===== config.mk =====
export PLATFORM = sky130hd
export DESIGN_NAME = i2s_audio_tx
export DESIGN_NICKNAME = d
export VERILOG_FILES = /design/src/rtl/i2s_audio_tx.sv
export SDC_FILE = /design/constraint.sdc
export NUM_CORES = 1
export LEC_CHECK = 0
export BUFFER_PORTS_ARGS = -buffer_cell sky130_fd_sc_hd__buf_4
export CAP_MARGIN = 20
export CELL_PAD_IN_SITES_DETAIL_PLACEMENT = 0
export CELL_PAD_IN_SITES_GLOBAL_PLACEMENT = 1
export CORE_ASPECT_RATIO = 1.5
export CORE_MARGIN = 1.5
export CORE_UTILIZATION = 52
export CTS_BUF_LIST = sky130_fd_sc_hd__clkbuf_4
export DETAILED_ROUTE_END_ITERATION = 12
export PLACE_DENSITY = 0.77
export SLEW_MARGIN = 20
export SYNTH_ARGS = -nofsm -noshare
export SYNTH_HDL_FRONTEND = slang
export SYNTH_SLANG_ARGS = --single-unit

===== constraint.sdc =====
create_clock -name clk -period 2.7 [get_ports clk]
set_clock_uncertainty 0.05 [all_clocks]
set_input_delay 0.135 -clock clk [delete_from_list [all_inputs] [get_ports clk]]
set_output_delay 0.135 -clock clk [all_outputs]
set_load 0.005 [all_outputs]

===== src/rtl/i2s_audio_tx.sv =====
// rtl/i2s_audio_tx.sv - I2S transmitter with a 2-entry sample FIFO; each mono sample fills both slots.
module i2s_audio_tx #(
   parameter int DATA_W   = 16,
   parameter int BCLK_DIV = 4
) (
   input  logic              clk,
   input  logic              reset,
   input  logic [DATA_W-1:0] in_data,
   input  logic              in_valid,
   output logic              in_ready,
   output logic              bclk,
   output logic              lrclk,
   output logic              sdata,
   output logic              underrun,
   output logic [1:0]        fifo_level
);

   localparam int DIV_W = $clog2(BCLK_DIV);
   localparam int BIT_W = $clog2(2 * DATA_W);

   logic [DIV_W-1:0]    div_cnt;
   logic [BIT_W-1:0]    bit_cnt;
   logic [BIT_W-1:0]    bit_nxt;
   logic [2*DATA_W-1:0] shreg;
   logic [DATA_W-1:0]   fifo_mem [2];
   logic [DATA_W-1:0]   head;
   logic                rd_ptr;
   logic                wr_ptr;
   logic                div_wrap;
   logic                fall;
   logic                load;
   logic                push;
   logic                pop;

   assign div_wrap = (div_cnt == DIV_W'(BCLK_DIV - 1));
   assign fall     = div_wrap && bclk;
   assign bit_nxt  = (bit_cnt == BIT_W'(2 * DATA_W - 1)) ? '0 : bit_cnt + BIT_W'(1);
   assign load     = fall && (bit_nxt == BIT_W'(1));
   assign in_ready = (fifo_level != 2'd2);
   assign push     = in_valid && in_ready;
   assign pop      = load && (fifo_level != 2'd0);
   assign head     = fifo_mem[rd_ptr];

   always_ff @(posedge clk or negedge reset) begin
      if (!reset) begin
         div_cnt  <= '0;
         bclk     <= 1'b0;
         bit_cnt  <= '0;
         lrclk    <= 1'b0;
         sdata    <= 1'b0;
         shreg    <= '0;
         underrun <= 1'b0;
      end else begin
         underrun <= load && (fifo_level == 2'd0);
         if (div_wrap) begin
            div_cnt <= '0;
            bclk    <= ~bclk;
         end else begin
            div_cnt <= div_cnt + DIV_W'(1);
         end
         if (fall) begin
            bit_cnt <= bit_nxt;
            lrclk   <= (bit_nxt >= BIT_W'(DATA_W));
            if (load) begin
               if (fifo_level != 2'd0) begin
                  shreg <= {head, head};
                  sdata <= head[DATA_W-1];
               end else begin
                  shreg <= '0;
                  sdata <= 1'b0;
               end
            end else begin
               // the load already sent the MSB, so the next bit out sits one below it
               shreg <= shreg << 1;
               sdata <= shreg[2*DATA_W-2];
            end
         end
      end
   end

   always_ff @(posedge clk) begin
      if (push) begin
         fifo_mem[wr_ptr] <= in_data;
      end
   end

   always_ff @(posedge clk or negedge reset) begin
      if (!reset) begin
         rd_ptr     <= 1'b0;
         wr_ptr     <= 1'b0;
         fifo_level <= 2'd0;
      end else begin
         if (push) begin
            wr_ptr <= ~wr_ptr;
         end
         if (pop) begin
            rd_ptr <= ~rd_ptr;
         end
         case ({push, pop})
            2'b10:   fifo_level <= fifo_level + 2'd1;
            2'b01:   fifo_level <= fifo_level - 2'd1;
            default: fifo_level <= fifo_level;
         endcase
      end
   end

endmodule

==> qor.csv <==
stage,metric,value,unit
route,drt-wirelength-per-cell,15.2,microns
finish,drive_gt1_share,26.3,%
floorplan,rows,35,
finish,final_area,3970,sq um
clock_tree,clkSinkCount,77,
finish,nets,297,
global_routing,gr-total-overflow,0,
logic_synthesis,yosys-top-cells-count,"mux2i_1, dfrtp_1, edfxtp_1",
global_routing,grt_pass1_wl,9.27,mm
route,wl,5.36,mm
timing,slew_headroom,49.8,%
logic_synthesis,synth_seq_cells,77,
route,final_antenna_net_count,0,
setup_path,timing.critical_path.max_delay_family,simple AND/OR/NAND/NOR gates,
placement,place.gp.congestion,0.696,
job,maxCapViolations,0,
power_and_ir_drop,ir_worst_vdd,488,uV
timing,rsz0062_at_grt,false,
floorplan,initial_utilization,54.6,%
timing,finalCriticalPeriod,2.54,ns
route,firstDrtPassIters,4,
power_and_ir_drop,p_leak,1.80,nW
setup_path,path_class,reg2reg,
timing,setup_viol,0,
logic_synthesis,synth_cell_type_count,27,
setup_path,worstPathRequired,3.00,ns
timing,report.final.slew_viol_count,0,
global_routing,grt_pass1_vias,1942,
global_routing,antenna_found_initial,0,
logic_synthesis,yosysSeqAreaShare,61.4,%
floorplan,dieArea,7040,sq um
logic_synthesis,syn_nets,249,
hold_path,min_path_type,in2async,
clock_tree,clkTransAtPathRegs,0.12,ns
setup_path,worst_path_largest_cell_delay,0.44,ns
logic_synthesis,avgSynthCellArea,15.1,sq um
timing,setup_tns,0,ns
timing,max_clock_freq,0.394,GHz
logic_synthesis,synth_most_common_cell,mux2i_1,
placement,io_buffer_count,25,
setup_path,critPathSlowestCell,dfrtp_1,
finish,postLayoutCoreUtil,63.8,%
placement,postPlaceCellArea,3650,sq um
setup_path,cp_num_buf_inv,0,
logic_synthesis,synthFlopType,dfrtp_1,
setup_path,crit_path_max_fanout,5,
floorplan,die_w,69.0,microns
floorplan,die_y,102,microns
timing,hold_violations,0,
logic_synthesis,synth_edf_count,32,
logic_synthesis,synth_top_cell_area_share,33.1,%
finish,antenna_cells,0,
route,num_vias,1830,
timing,finalCritPeriodShare,94.1,%
logic_synthesis,synth_area,3400,sq um
logic_synthesis,yosysWarnings,0,
clock_tree,cts_buffers,9,
floorplan,core-area,6220,sq um
setup_path,crit_path_frequent_cell,ha_1,
outcome,status,"finished, final reports clean",
setup_path,startpoint_type,register,
setup_path,crit_path_end_kind,register,
clock_tree,clk-insertion-delay-late,0.42,ns
power_and_ir_drop,powerDensity,787,nW/um^2
logic_synthesis,synth_top_cell_by_area,dfrtp_1,
route,post-route-drc-count,0,
route,vias_per_cell,5.20,
placement,hpwl,3.41,mm
clock_tree,cts_setup_buffers,0,
clock_tree,cts_max_path_buffers,2,
clock_tree,ctsHtreeMaxLevel,3,
clock_tree,holdBufCountCts,18,
clock_tree,cts_tree,built,
finish,area_delta_synth_final,16.8,%
global_routing,grt.total_usage,17.1,%
timing,worst_slew_pin_slew,0.753,ns
setup_path,worstPathArrival,2.84,ns
floorplan,io_pins,26,
setup_path,crit_chain,"ha_1, and3_1, ha_1, and4b_1, o21ai_4, nor3b_2, ha_1, nor2_1, xor2_1",
clock_tree,ctsResizeCount,0,
logic_synthesis,yosys-top-cells-area,"dfrtp_1, edfxtp_1, mux2i_1, mux2_2, nand2_1",
logic_synthesis,synthArstFlopShare,58.4,%
logic_synthesis,syn_inst,225,
global_routing,grt_max_degree,46,
clock_tree,cts_root_buf,clkbuf_4,
route,drt_iter0_drc,67,
-- cells by family (layout without fill, tap and decap cells) --
family	Yosys count	after routing	synth area share, %
muxes	82	82	25.0
and+or+nand+nor	36	36	5.63
buffers and inverters	13	66	3.09
xor gates and xnor gates	7	7	1.80
adders and majority gates	5	5	1.84
AOI/OAI and AO/OA	5	5	1.22
DFF	77	77	61.4
-- path summary, 6_finish.rpt --
path,from,to,slack (ns),cells after the start
setup / recovery,bit_cnt[0],fifo_level[1],0.16,9
hold / removal,reset,bit_cnt[0],0.19,2
setup reg to reg,bit_cnt[0],fifo_level[1],0.16,9
hold reg to reg,div_cnt[0],div_cnt[0],0.39,1
max in group asynchronous,reset,shreg[3],2.01,2
min in group clk,in_data[15],fifo_mem[1][15],0.38,2
-- flip-flops by register name, summed over array words and instances, names as in the netlist --
name        flops
shreg          31
underrun        1
bit_cnt         4
wr_ptr          1
lrclk           1
rd_ptr          1
div_cnt         2
fifo_mem       32
bclk            1
sdata           1
fifo_level      2
-- layer usage --
| layer | up-vias | share of wire, % | GRT usage, % |
|---|---|---|---|
| met1 | 885 | 46 | 21.9 |
| met5 | - | 0 | 0 |
| met2 | 30 | 49 | 26.8 |
| li1 | 905 | - | - |
| met3 | 10 | 3.0 | 4.93 |
| met4 | 0 | 2.1 | 8.60 |
-- cells in the final DEF (no fill, tap or decap), types with 2 or more instances in the layout --
| master | Yosys | final |
|---|---|---|
| nand2_1 | 19 | 18 |
| and3_1 | 2 | 2 |
| xor2_1 | 3 | 3 |
| dfrtp_1 | 45 | 45 |
| edfxtp_1 | 32 | 32 |
| buf_12 | 3 | 2 |
| mux2i_1 | 62 | 62 |
| nor2_1 | 5 | 5 |
| dlygate4sd3_1 | 0 | 18 |
| inv_6 | 0 | 2 |
| xnor2_1 | 4 | 4 |
| nand2b_1 | 2 | 2 |
| clkbuf_4 | 0 | 9 |
| buf_4 | 0 | 28 |
| or2_2 | 2 | 2 |
| o21ai_0 | 3 | 3 |
| mux2_2 | 19 | 19 |
| ha_1 | 5 | 5 |
| clkinv_2 | 0 | 2 |
| inv_1 | 2 | 2 |
-- power breakdown --
part           total [mW]  internal, mW  switching [mW]  leakage, nW
clock               0.694         0.287           0.407       0.0767
combinational       0.716         0.359           0.357        0.870
sequential           1.71          1.54           0.176        0.856
-- per-stage QoR --
stage / worst slack (ns) / hold slack [ns] / power, mW / std cells
floorplan: 0.322 / -0.211 / 2.20 / 225
global placement: 0.236 / 0.124 / 2.43 / 318
detailed placement: 0.173 / 0.125 / 2.44 / 318
CTS: 0.151 / 0.182 / 3.16 / 352
global route: 0.0263 / 0.204 / 3.31 / 352
finish: 0.159 / 0.191 / 3.12 / 352
-- area by class of cell --
cell class              count  area [sq um]
clock buffers               9          67.6
fillers                   482          2250
clock inverters             7          73.8
flip-flops and latches     77          2090
inverters                   2          7.51
repair buffers             48           430
well taps                  74          92.6
multi-input cells         135          1210
(Power assumes the default switching activity.)
